### src/rtl/heater_thermostat.sv
`default_nettype none
// ============================================================================
// Module   : heater_thermostat
// Brief    : Bang-bang heater control with hysteresis and latched safety faults.
//            Optional macro HEATER_PWM_EN gates the heater drive with a PWM.
// Revision : 1.0 - initial release
// ============================================================================
module heater_thermostat #(
    parameter int HYST         = 2,
    parameter int MAX_TEMP     = 280,
    parameter int MIN_TEMP     = -50,
    parameter int REHEAT_BAND  = 10,
    parameter int RUNAWAY_RISE = 2,
    parameter int RUNAWAY_CYC  = 1_000_000_000,
    parameter int PWM_PERIOD   = 50_000,
    parameter int PWM_DUTY     = 40_000
) (
    input  logic        clk,
    input  logic        rst_n,
    input  logic        enable,
    input  logic [11:0] target,
    input  logic [11:0] temp,
    input  logic        fault_clear,
    output logic        heater_on,
    output logic        at_target,
    output logic [1:0]  fault
);

    typedef enum logic [1:0] {
        S_IDLE  = 2'd0,
        S_HEAT  = 2'd1,
        S_HOLD  = 2'd2,
        S_FAULT = 2'd3
    } state_t;

    localparam logic signed [12:0] c_hyst     = 13'(HYST);
    localparam logic signed [12:0] c_max      = 13'(MAX_TEMP);
    localparam logic signed [12:0] c_min      = 13'(MIN_TEMP);
    localparam logic signed [12:0] c_reheat   = 13'(REHEAT_BAND);
    localparam logic signed [12:0] c_rise     = 13'(RUNAWAY_RISE);
    localparam logic signed [12:0] c_tgt_lim  = 13'(MAX_TEMP - HYST);
    localparam logic [31:0]        c_run_last = 32'(RUNAWAY_CYC - 1);

    localparam logic [1:0] c_code_none    = 2'd0;
    localparam logic [1:0] c_code_open    = 2'd1;
    localparam logic [1:0] c_code_over    = 2'd2;
    localparam logic [1:0] c_code_runaway = 2'd3;

    state_t             r_state;
    state_t             w_state_next;
    logic               r_heater;
    logic               w_heater_next;
    logic               r_at;
    logic               w_at_next;
    logic [1:0]         r_fault;
    logic [1:0]         w_fault_next;
    logic signed [12:0] r_ref;
    logic signed [12:0] w_ref_next;
    logic [31:0]        r_cnt;
    logic [31:0]        w_cnt_next;
    logic               w_arm;

    logic signed [12:0] w_temp;
    logic signed [12:0] w_target;
    logic signed [12:0] w_tgt;
    logic signed [12:0] w_tgt_lo;
    logic signed [12:0] w_tgt_hi;
    logic signed [12:0] w_tgt_reheat;
    logic               w_open;
    logic               w_over;
    logic               w_rise;

    // Sign-extend to 13 bits so target +/- band cannot wrap.
    assign w_temp       = {temp[11], temp};
    assign w_target     = {target[11], target};
    assign w_tgt        = (w_target > c_tgt_lim) ? c_tgt_lim : w_target;
    assign w_tgt_lo     = w_tgt - c_hyst;
    assign w_tgt_hi     = w_tgt + c_hyst;
    assign w_tgt_reheat = w_tgt - c_reheat;
    assign w_open       = (w_temp <= c_min);
    assign w_over       = (w_temp >= c_max);
    assign w_rise       = (w_temp >= (r_ref + c_rise));

    always_comb begin
        w_state_next  = r_state;
        w_fault_next  = r_fault;
        w_ref_next    = r_ref;
        w_cnt_next    = r_cnt;
        w_heater_next = 1'b0;
        w_at_next     = 1'b0;
        w_arm         = 1'b0;

        if (r_state != S_FAULT && w_open) begin
            w_state_next = S_FAULT;
            w_fault_next = c_code_open;
        end else if (r_state != S_FAULT && w_over) begin
            w_state_next = S_FAULT;
            w_fault_next = c_code_over;
        end else begin
            case (r_state)
                S_IDLE: begin
                    if (enable) begin
                        if (w_temp < w_tgt_lo) begin
                            w_state_next = S_HEAT;
                            w_arm        = 1'b1;
                        end else begin
                            w_state_next = S_HOLD;
                        end
                    end
                end
                S_HEAT: begin
                    if (!enable) begin
                        w_state_next = S_IDLE;
                    end else if (w_temp >= w_tgt) begin
                        w_state_next = S_HOLD;
                    end else if (w_rise) begin
                        w_ref_next = w_temp;
                        w_cnt_next = 32'd0;
                    end else if (r_cnt == c_run_last) begin
                        w_state_next = S_FAULT;
                        w_fault_next = c_code_runaway;
                    end else begin
                        w_cnt_next = r_cnt + 32'd1;
                    end
                end
                S_HOLD: begin
                    if (!enable) begin
                        w_state_next = S_IDLE;
                    end else if (w_temp < w_tgt_reheat) begin
                        w_state_next = S_HEAT;
                        w_arm        = 1'b1;
                    end
                end
                S_FAULT: begin
                    // A clear only succeeds once no live condition remains.
                    if (fault_clear) begin
                        if (w_open) begin
                            w_fault_next = c_code_open;
                        end else if (w_over) begin
                            w_fault_next = c_code_over;
                        end else begin
                            w_state_next = S_IDLE;
                            w_fault_next = c_code_none;
                        end
                    end
                end
                default: begin
                    w_state_next = S_IDLE;
                end
            endcase
        end

        if (w_arm) begin
            w_ref_next = w_temp;
            w_cnt_next = 32'd0;
        end

        case (w_state_next)
            S_HEAT: w_heater_next = 1'b1;
            S_HOLD: begin
                if (w_temp < w_tgt_lo) begin
                    w_heater_next = 1'b1;
                end else if (w_temp >= w_tgt) begin
                    w_heater_next = 1'b0;
                end else begin
                    w_heater_next = r_heater;
                end
                w_at_next = (w_temp >= w_tgt_lo) && (w_temp <= w_tgt_hi);
            end
            default: begin
                w_heater_next = 1'b0;
                w_at_next     = 1'b0;
            end
        endcase
    end

    always_ff @(posedge clk) begin
        if (!rst_n) begin
            r_state  <= S_IDLE;
            r_heater <= 1'b0;
            r_at     <= 1'b0;
            r_fault  <= c_code_none;
            r_ref    <= '0;
            r_cnt    <= '0;
        end else begin
            r_state  <= w_state_next;
            r_heater <= w_heater_next;
            r_at     <= w_at_next;
            r_fault  <= w_fault_next;
            r_ref    <= w_ref_next;
            r_cnt    <= w_cnt_next;
        end
    end

    assign at_target = r_at;
    assign fault     = r_fault;

`ifdef HEATER_PWM_EN
    localparam int          c_pwm_w    = (PWM_PERIOD > 1) ? $clog2(PWM_PERIOD) : 1;
    localparam logic [c_pwm_w-1:0] c_pwm_last = c_pwm_w'(PWM_PERIOD - 1);
    localparam logic [c_pwm_w:0]   c_pwm_duty = (c_pwm_w + 1)'(PWM_DUTY);

    logic [c_pwm_w-1:0] r_pwm_cnt;
    logic [c_pwm_w-1:0] w_pwm_cnt_next;
    logic               r_pwm_on;

    assign w_pwm_cnt_next = (r_pwm_cnt == c_pwm_last) ? '0 : r_pwm_cnt + 1'b1;

    // The gate is evaluated on the counter's next value so the drive stays a single flop.
    always_ff @(posedge clk) begin
        if (!rst_n) begin
            r_pwm_cnt <= '0;
            r_pwm_on  <= 1'b0;
        end else begin
            r_pwm_cnt <= w_pwm_cnt_next;
            r_pwm_on  <= w_heater_next && ({1'b0, w_pwm_cnt_next} < c_pwm_duty);
        end
    end

    assign heater_on = r_pwm_on;
`else
    assign heater_on = r_heater;
`endif

endmodule
`default_nettype wire
### config.mk
export PLATFORM = sky130hd
export DESIGN_NAME = heater_thermostat
export DESIGN_NICKNAME = d
export VERILOG_FILES = /design/src/rtl/heater_thermostat.sv
export SDC_FILE = /design/constraint.sdc
export NUM_CORES = 1
export LEC_CHECK = 0
export ABC_AREA = 1
export BUFFER_PORTS_ARGS = -buffer_cell sky130_fd_sc_hd__clkbuf_2
export CAP_MARGIN = 20
export CORE_MARGIN = 1.5
export CORE_UTILIZATION = 45
export CTS_BUF_LIST = sky130_fd_sc_hd__clkbuf_4
export CTS_CLUSTER_DIAMETER = 150
export DETAILED_ROUTE_END_ITERATION = 10
export GPL_ROUTABILITY_DRIVEN = 0
export GPL_TIMING_DRIVEN = 0
export PLACE_DENSITY = 0.69
export SKIP_CTS_REPAIR_TIMING = 1
export SYNTH_ARGS = -nofsm -noshare
export SYNTH_HDL_FRONTEND = slang
export SYNTH_SLANG_ARGS = --single-unit
### constraint.sdc
create_clock -name clk -period 5 [get_ports clk]
set_clock_uncertainty 0.15 [all_clocks]
set_input_delay 0 -clock clk [delete_from_list [all_inputs] [get_ports clk]]
set_output_delay 0 -clock clk [all_outputs]
set_load 0.01 [all_outputs]
==> run metrics, run 1 <==
status=finished, final reports clean; starting density of the core=45.9%; row count=40; Netlist cell types=42; Max Freq=0.258 GHz; worst r2r dst=heater_on$_SDFFE_PN0P_; number of global-route vias before repair=5166; CTS root buffer=clkbuf_4; Post-route DRC=0; Via Count=5614; CP Launch Point=target[9]; Total Neg Setup Slack=0 ns; final std cells w/o fill=1052; Min-Delay Path Class=input port to flop; sequential area share after synthesis=18.3%; Synth Cell Area=5470 um2; Final Hold Fails=0; Crit path top cell by count=nand2_1; Avg Inst Size Synth=6.39 um2; Reg power frac=40.2%; vias per inst=5.34; final WL=14600 um; Die Span X=113 um; Port Buf Inserts=30; Fillers=1276; Worst-Margin Slew=0.553 ns; Routed WL per cell=13.9 um; final setup vio count=0; pin count of the biggest net entering global routing=16; TritonCTS Sinks=50; Multi-input gate area=3980 um2; CP Max Fanout=7; Crit Reg-Reg Startpoint=r_ref[1]$_SDFFE_PN0P_; Worst-Skew Late Latency=0.41 ns; layout cells sized above 1=7.96%; max_slew headroom=62.8%; startpoint types=input port; pwr dens=172 nW/um2; CP Data Required Time=5.18 ns; grt ovf=0; TritonCTS Buffers=5; Post-Synthesis Cells=855; CTS tree=done; CP Capture Type=flop; DP Worst Slack=0.905 ns; HPWL after detailed placement=11600 um; die area=12800 um2; FF+latch area=1000 um2; Global Route Usage Sum=23.0%; Layout Nets=995; clock buffer depth=2; first-pass GRT wire length=24100 um; number of antenna violations at the first check in global routing=0; flops & latches, synth=50; H-tree levels=2; RSZ-0062 raised after global routing=false; kind of critical path=input port to flop; CORE AREA=11900 um2; net switching power=390 uW; period utilization=77.4%; DIE HEIGHT=113 um; Lkg Pwr=0.00252 uW; Reg2Reg Depth=21; Max-Cap Viols=0; setup ws final=1.13 ns; number of diodes=0; Top-Level Pins=32; drt first-iter violations=357; Area growth, synth to finish=9.73%; Worst-path clk slew=0.16 ns; clock power share=24.2%; warning count from the yosys run=0; Switching Fraction=37.9%; Worst Setup EP=r_ref[3]$_SDFFE_PN0P_; Placed Instances=1032; Tmin final=3.87 ns; setup slack, reg-to-reg=1.29 ns; Arrival @ worst endpoint=4.05 ns; hold wc startpoint=temp[11]; syn nets=946; Slew Viols, Final=0; Routed Antenna Nets=0; DRT Pass-1 Iters=5; CP peak stage delay=0.55 ns; VDD IR max=131 uV; Comb pwr share=35.5%; critical path's slowest cell=dlygate4sd3_1; Pint=639 uW
==> layer usage <==
layer | vias to the layer above | track usage, % | wire length [um]
met2 | 129 | 41.4 | 7020
met1 | 2493 | 28.5 | 6660
li1 | 2963 | - | -
met4 | 0 | 7.17 | 322
met3 | 29 | 2.84 | 580
met5 | - | 0 | 0
==> placed cells by master (no fill, tap or decap), drive strengths merged, types with 2 or more instances in the layout <==
master / synthesis / final
clkinv: 1 / 3
o31ai: 4 / 4
a31oi: 3 / 3
a21oi: 83 / 83
xor2: 47 / 47
clkbuf: 14 / 49
dlygate4sd3: 0 / 12
o22ai: 2 / 2
nand2: 179 / 179
nor3: 31 / 31
dfxtp: 50 / 50
ha: 63 / 63
nand3: 70 / 70
o21ai: 30 / 30
buf: 11 / 11
o21bai: 2 / 2
inv: 94 / 94
nor2: 106 / 106
nand4: 29 / 29
nand3b: 6 / 6
nor4: 13 / 13
xnor2: 9 / 9
nor3b: 4 / 4
==> cells by family (layout without fill, tap and decap cells) <==
group,Yosys count,count (layout),share of synthesized area (%)
xor gates and xnor gates,56,56,8.97
AOI/OAI and AO/OA,126,126,12.2
buffers and inverters,120,170,8.93
adders and majority gates,63,63,14.4
DFF,50,50,18.3
and+or+nand+nor,440,440,37.2
==> worst max-delay path, delay by kind of cell <==
| family | cells | cell delay [ns] |
|---|---|---|
| AOI/OAI and AO/OA | 3 | 0.36 |
| xor gates and xnor gates | 1 | 0.17 |
| and+or+nand+nor | 18 | 2.00 |
| buffers and inverters | 5 | 0.99 |
| adders and majority gates | 2 | 0.52 |
==> worst min path at each step <==
stage                                  end  slack (ns)  cells past startpoint
finish              r_ref[10]$_SDFFE_PN0P_        0.12                      5
global route        r_ref[11]$_SDFFE_PN0P_        0.14                      5
CTS                  r_ref[3]$_SDFFE_PN0P_       -0.17                      3
detailed placement               at_target        0.25                      1
global placement                 at_target        0.24                      1
floorplan            r_ref[1]$_SDFFE_PN0P_        0.07                      3
==> area by class of cell <==
| class | count | area share [%] |
|---|---|---|
| buffer | 25 | 2.17 |
| clock inverter | 3 | 0.668 |
| inverter | 95 | 5.97 |
| timing repair buffer | 42 | 4.51 |
| multi-input combinational | 685 | 66.3 |
| tap | 147 | 3.07 |
| sequential | 50 | 16.7 |
| clock buffer | 5 | 0.626 |
==> synthesized netlist by cell type, drive strengths merged <==
library cell    n  area share, %
nand3b          6           0.82
a21oi          83            7.7
o21bai          2           0.27
o21a            1           0.14
nand4          29            3.3
buf            11            1.4
ha             63             14
clkinv          1          0.091
a31oi           3           0.34
o21ai          30            2.8
nor2          106            7.7
a21o            1           0.14
o31ai           4           0.55
xnor2           9            1.4
nand3          70            6.8
clkbuf         14           0.96
xor2           47            7.5
and3            1           0.11
nor3b           4           0.55
nor4           13            1.6
nor4b           1           0.16
o22ai           2           0.23
nor3           31            3.2
inv            94            6.5
nand2         179             13
dfxtp          50             18
==> power groups by stage <==
stage                     clock, uW  sequential, uW  combinational, uW
after floorplan                   0             422                255
after global placement            0             422                352
after detailed placement          0             422                356
after CTS                       257             414                358
after global routing            271             415                418
final                           249             414                365
==> registers in the layout (all words and copies together) (netlist names) <==
name,cells
fault,2
r_ref,12
heater_on,1
r_state,2
at_target,1
r_cnt,32
==> per-stage QoR <==
step	cell area [um2]	utilization, %	hold slack (ns)	total power, uW
6_report	6000	50.3	0.116	1030
5_1_grt	6000	50.3	0.143	1110
4_1_cts	5880	49.3	-0.168	1030
3_5_place_dp	5800	48.7	0.246	778
3_3_place_gp	5800	48.7	0.242	774
2_1_floorplan	5470	-	0.0676	677
No activity file was read; power rests on OpenSTA's default activity.
==> run 2, diff against run 1 <==
==> constraint.sdc (replaced) <==
create_clock -name clk -period 3.65 [get_ports clk]
set_clock_uncertainty 0.15 [all_clocks]
set_input_delay 0 -clock clk [delete_from_list [all_inputs] [get_ports clk]]
set_output_delay 0 -clock clk [all_outputs]
set_load 0.01 [all_outputs]
==> run 2 against run 1 <==
The flow now finishes with violations (negative hold slack). Total power rose by 39%. Global-route usage stayed put. Sequential share of layout area decreased by 0.28 points. Clock power is 37% higher. Combinational power increased by 42%. Wire length increased by 0.66%. Die area is the same. Critical path depth shrank 3. Via count up 0.66%. Critical path type unchanged. Largest cell class unchanged.
==> run metrics, run 2 (synthesis results as in run 1) <==
period utilization=94.5%; largest register by flop count=r_cnt; setup ws final=0.200 ns (-0.928 ns); Port Buf Inserts=30 (unchanged); Pint=887 uW (+39%); Die Span X=113 um (unchanged); Reg power frac=39.7% (-0.5 points); row count=40 (unchanged); Max-Cap Viols=0 (unchanged); Design Power=1430 uW (+39%); number of antenna violations at the first check in global routing=0 (unchanged); first-pass GRT wire length=24100 um (unchanged); Fillers=1264 (-0.94%); most common cell after layout, fill and taps aside=nand2_1; Lkg Pwr=0.00257 uW (+2.1%); hold depth=4 (-1); net switching power=541 uW (+39%); number of global-route vias before repair=5166 (unchanged); TritonCTS Sinks=50 (unchanged); most frequent cells in the layout=nand2_1 (172), nor2_1 (97), inv_1 (90); Largest register FFs=32 (unchanged); Slew Viols, Final=0 (unchanged); failing checks=negative hold slack; Placed Instances=1032 (unchanged); final setup vio count=0 (unchanged); Min-Delay Path Class=input port to flop; Max Freq=0.290 GHz; Final Hold Fails=2 (+2); final WL=14700 um (+0.66%); Post-route DRC=0 (unchanged); pin count of the biggest net entering global routing=16 (unchanged); DRT Pass-1 Iters=5 (unchanged); Worst-path clk slew=0.16 ns (about the same); H-tree levels=2 (unchanged); Worst-Margin Slew=0.564 ns (+0.0111 ns); Global Route Usage Sum=23.0% (unchanged); Routed WL per cell=13.9 um (about the same); Multi-input gate area=4030 um2 (+1.4%); Switching Fraction=37.9% (about the same); Arrival @ worst endpoint=3.66 ns (-0.39 ns); vias per inst=5.34 (about the same); clock buffer depth=2 (unchanged); HPWL after detailed placement=11600 um (unchanged); CORE AREA=11900 um2 (unchanged); max_slew headroom=62.1% (-0.75 points); grt ovf=0 (unchanged); CTS root buffer=clkbuf_4; layout cells sized above 1=10.7% (+2.8 points); die area=12800 um2 (unchanged); pwr dens=234 nW/um2 (+36%); CTS tree=done; status=finished with violations; hold wc startpoint=rst_n; Reg2Reg Depth=21 (unchanged); final std cells w/o fill=1059 (+0.67%); DP Worst Slack=-0.445 ns (-1.35 ns); biggest regs=r_cnt: 32 flops, r_ref: 12 flops; FF+latch area=1000 um2 (+0.25%); Tmin final=3.45 ns; Crit Reg-Reg Startpoint=r_ref[1]$_SDFFE_PN0P_; Top-Level Pins=32 (unchanged); startpoint types=input port; worst r2r dst=heater_on$_SDFFE_PN0P_; Worst-Skew Late Latency=0.41 ns (about the same); final hold slack=-0.0192 ns (-0.136 ns); setup slack, reg-to-reg=0.26 ns (-1.03 ns); kind of critical path=input port to flop; Area growth, synth to finish=11.9%; Routed Antenna Nets=0 (unchanged); drt first-iter violations=362 (+1.4%); VDD IR max=181 uV (+38%); CP Capture Type=flop; TritonCTS Buffers=5 (unchanged); number of diodes=0 (unchanged); clock power share=23.9% (-0.3 points); Comb pwr share=36.4% (+0.9 points); Via Count=5651 (+0.66%); CP Max Fanout=7 (unchanged); CP Data Required Time=3.86 ns (-1.32 ns); DIE HEIGHT=113 um (unchanged); utilization after layout=51.3% (+1.0 points); Layout Nets=1002 (+0.70%); starting density of the core=45.9% (unchanged); hold-critical path endpoint=r_cnt[0]$_SDFFE_PP0P_; RSZ-0062 raised after global routing=true
## run 2: power groups by stage
stage	logic, uW	clock network [uW]	registers [uW]
floorplan	349	0	579
global placement	482	0	579
detailed placement	487	0	579
CTS	490	352	567
global route	594	372	569
finish	520	341	567
## run 2: worst max path at each step
stage,to,from,slack [ns]
floorplan,heater_on$_SDFFE_PN0P_,target[9],0.25
global placement,r_cnt[31]$_SDFFE_PP0P_,target[9],-0.46
detailed placement,r_cnt[15]$_SDFFE_PP0P_,target[9],-0.44
CTS,heater_on$_SDFFE_PN0P_,r_ref[1]$_SDFFE_PN0P_,-0.05
global route,heater_on$_SDFFE_PN0P_,target[9],-0.10
finish,heater_on$_SDFFE_PN0P_,target[9],0.20
## run 2: critical path, stage by stage
cell and delay, ns:
clkbuf_2 0.09, inv_2 0.10, nand2_1 0.11, nor2_1 0.11, nand2_1 0.10, nand2_4 0.13, clkinvlp_4 0.16, nor2_4 0.19
buf_4 0.12, a21oi_1 0.09, nor2_1 0.25, nand2_1 0.14, o21ai_0 0.17, inv_1 0.06, ha_1 0.32, a21oi_1 0.15
o21ai_0 0.09, a21oi_1 0.12, nand3_1 0.09, nand2_1 0.15, o21ai_0 0.13, a21oi_1 0.14, nand2_1 0.11, ha_2 0.26
o21bai_1 0.15, a21oi_1 0.13
## run 2: through the flow
stage | area [um2] | TNS, ns
global placement | 5800 | -16.76
CTS | 5880 | -0.124
global route | 6120 | -0.174
detailed placement | 5800 | -16.17
floorplan | 5470 | 0
finish | 6120 | 0
## run 2: final cells by class
cell class                 instances  area share, %
multi-input combinational        685           65.9
sequential                        50           16.4
inverter                          95           5.91
timing repair buffer              49           5.28
tap                              147           3.01
buffer                            25           2.23
clock inverter                     3          0.655
clock buffer                       5          0.614
## run 2: metal layers
| metal | wire length [um] | global-route usage (%) |
|---|---|---|
| met5 | 0 | 0 |
| met1 | 6550 | 28.5 |
| met4 | 307 | 7.17 |
| met3 | 676 | 2.84 |
| met2 | 7150 | 41.4 |
==> run 3, diff against run 2 <==
--- a/config.mk
+++ b/config.mk
@@ -6,7 +6,7 @@
 export NUM_CORES = 1
 export LEC_CHECK = 0
 export ABC_AREA = 1
-export BUFFER_PORTS_ARGS = -buffer_cell sky130_fd_sc_hd__clkbuf_2
+export BUFFER_PORTS_ARGS = -buffer_cell sky130_fd_sc_hd__buf_4
 export CAP_MARGIN = 20
 export CORE_MARGIN = 1.5
 export CORE_UTILIZATION = 45
==> run 3 against run 2 <==
The flow still finishes with violations (negative hold slack). Final cell count is 0.47% higher. Flip-flop and latch count stayed put. Global-route usage is 0.34 points higher. Combinational power is 6.9% higher. Critical path depth stayed put. Worst hold slack better by 0.014 ns. Fmax is 1.9% lower. Clock-buffer cell count stayed put. Critical endpoint unchanged. Largest cell class unchanged.
==> run metrics, run 3 (synthesis results as in run 1) <==
status=finished with violations; failing checks=negative hold slack; CP Capture Type=flop; Post-route DRC=0 (unchanged); setup slack, reg-to-reg=0.27 ns (about the same); most common cell after layout, fill and taps aside=nand2_1; utilization after layout=52.7% (+1.4 points); Max-Cap Viols=0 (unchanged); HPWL after detailed placement=11600 um (+0.20%); Reg2Reg Depth=21 (unchanged); critical path's slowest cell=nor3_4; Routed Antenna Nets=0 (unchanged); largest register by flop count=r_cnt; hold-critical path endpoint=r_ref[10]$_SDFFE_PN0P_; Routed WL per cell=14.1 um (+1.7%); kind of critical path=input port to flop; Tmin final=3.52 ns (+0.0663 ns); final WL=15000 um (+2.2%); routing usage on met2=41.6% (+0.20 points); number of antenna violations at the first check in global routing=0 (unchanged); Multi-input gate area=4080 um2 (+1.2%); worst r2r dst=heater_on$_SDFFE_PN0P_; Min-Delay Path Class=input port to flop; Top-Level Pins=32 (unchanged); TritonCTS Sinks=50 (unchanged); Max Freq=0.284 GHz (-1.9%); Arrival @ worst endpoint=3.71 ns (+0.05 ns); die area=12800 um2 (unchanged); met3 usage=2.62% (-0.21 points); CORE AREA=11900 um2 (unchanged); number of diodes=0 (unchanged); Crit Reg-Reg Startpoint=r_ref[2]$_SDFFE_PN0P_; Total Neg Setup Slack=0 ns (unchanged); number of global-route vias before repair=5248 (+1.6%); Lkg Pwr=0.00261 uW (+1.7%); Global Route Usage Sum=23.3% (+0.34 points); Worst-Skew Late Latency=0.40 ns (about the same); layout cells sized above 1=12.0% (+1.3 points); CTS tree=done; final hold slack=-0.00570 ns (+0.0135 ns); VDD IR max=189 uV (+4.5%); most frequent cells in the layout=nand2_1 (170), nor2_1 (95), inv_1 (88); clock buffer depth=2 (unchanged); vias per inst=5.37 (+0.59%); drt first-iter violations=338 (-6.6%); Worst-path clk slew=0.16 ns (about the same); TritonCTS Buffers=5 (unchanged); CP Max Fanout=7 (unchanged); hold wc startpoint=temp[11]; Final Hold Fails=2 (unchanged); Fillers=1256 (-0.63%); pin count of the biggest net entering global routing=15 (-1); pwr dens=233 nW/um2 (-0.18%); final setup vio count=0 (unchanged); hold depth=5 (+1); Die Span X=113 um (unchanged); Via Count=5711 (+1.1%); Crit path top cell by count=nand2_1; Layout Nets=1008 (+0.60%); startpoint types=input port; Largest register FFs=32 (unchanged); Area growth, synth to finish=14.9%; GR peak layer=met2; CP peak stage delay=0.29 ns (-0.03 ns); DRT Pass-1 Iters=5 (unchanged); max_slew headroom=56.9% (-5.1 points); first-pass GRT wire length=24500 um (+1.6%); CTS root buffer=clkbuf_4; FF+latch area=1000 um2 (-0.12%); DIE HEIGHT=113 um (unchanged); Slew Viols, Final=0 (unchanged); biggest regs=r_cnt: 32 flops, r_ref: 12 flops; Port Buf Inserts=30 (unchanged); met1 layer usage reported by global route=29.3% (+0.85 points); row count=40 (unchanged); period utilization=96.3% (+1.8 points); CP Data Required Time=3.84 ns (-0.02 ns); Worst-Margin Slew=0.641 ns (+0.0766 ns); H-tree levels=2 (unchanged); starting density of the core=45.9% (unchanged); grt ovf=0 (unchanged)
[run 3: layout make-up]
type,count,area share [%]
Clock buffer,5,0.598
Buffer,25,2.17
Sequential cell,50,16.0
Multi-Input combinational cell,685,65.0
Inverter,95,5.80
Timing Repair Buffer,55,7.05
Tap cell,147,2.93
Clock inverter,2,0.538
[run 3: per-stage QoR]
stage | setup WS, ns | instances | hold WS, ns | total power, uW | instance area (um2)
after CTS | -0.173 | 1039 | -0.174 | 1410 | 5950
after floorplan | 0.252 | 855 | 0.0676 | 927 | 5470
final | 0.133 | 1064 | -0.00570 | 1460 | 6280
after detailed placement | -0.598 | 1032 | 0.252 | 1080 | 5870
after global placement | -0.544 | 1032 | 0.247 | 1070 | 5870
after global routing | -0.0890 | 1064 | 0.0271 | 1560 | 6280
[run 3: worst max-delay path by stage]
stage	startpoint	endpoint	cells after the start
after floorplan	target[9]	heater_on$_SDFFE_PN0P_	26
after global placement	target[9]	r_cnt[17]$_SDFFE_PP0P_	27
after detailed placement	target[9]	r_cnt[18]$_SDFFE_PP0P_	27
after CTS	target[9]	r_cnt[18]$_SDFFE_PP0P_	27
after global routing	target[9]	heater_on$_SDFFE_PN0P_	26
final	target[9]	heater_on$_SDFFE_PN0P_	26
[run 3: layer usage]
layer | part of all wire (%) | vias up
met4 | 2.2 | 0
met1 | 44 | 2555
met3 | 4.9 | 27
li1 | - | 2984
met5 | 0 | -
met2 | 48 | 145
[run 3: critical path: cells and delay by family]
kind / cells / cell delay, ns
buf+inv: 4 / 0.53
compound gates: 5 / 0.73
fa+ha+maj: 3 / 0.68
simple gates: 13 / 1.60
xor+xnor: 1 / 0.16
[run 3: power by group]
group / internal [uW] / switching [uW]
clock network: 139 / 201
registers: 558 / 9.16
logic: 211 / 346
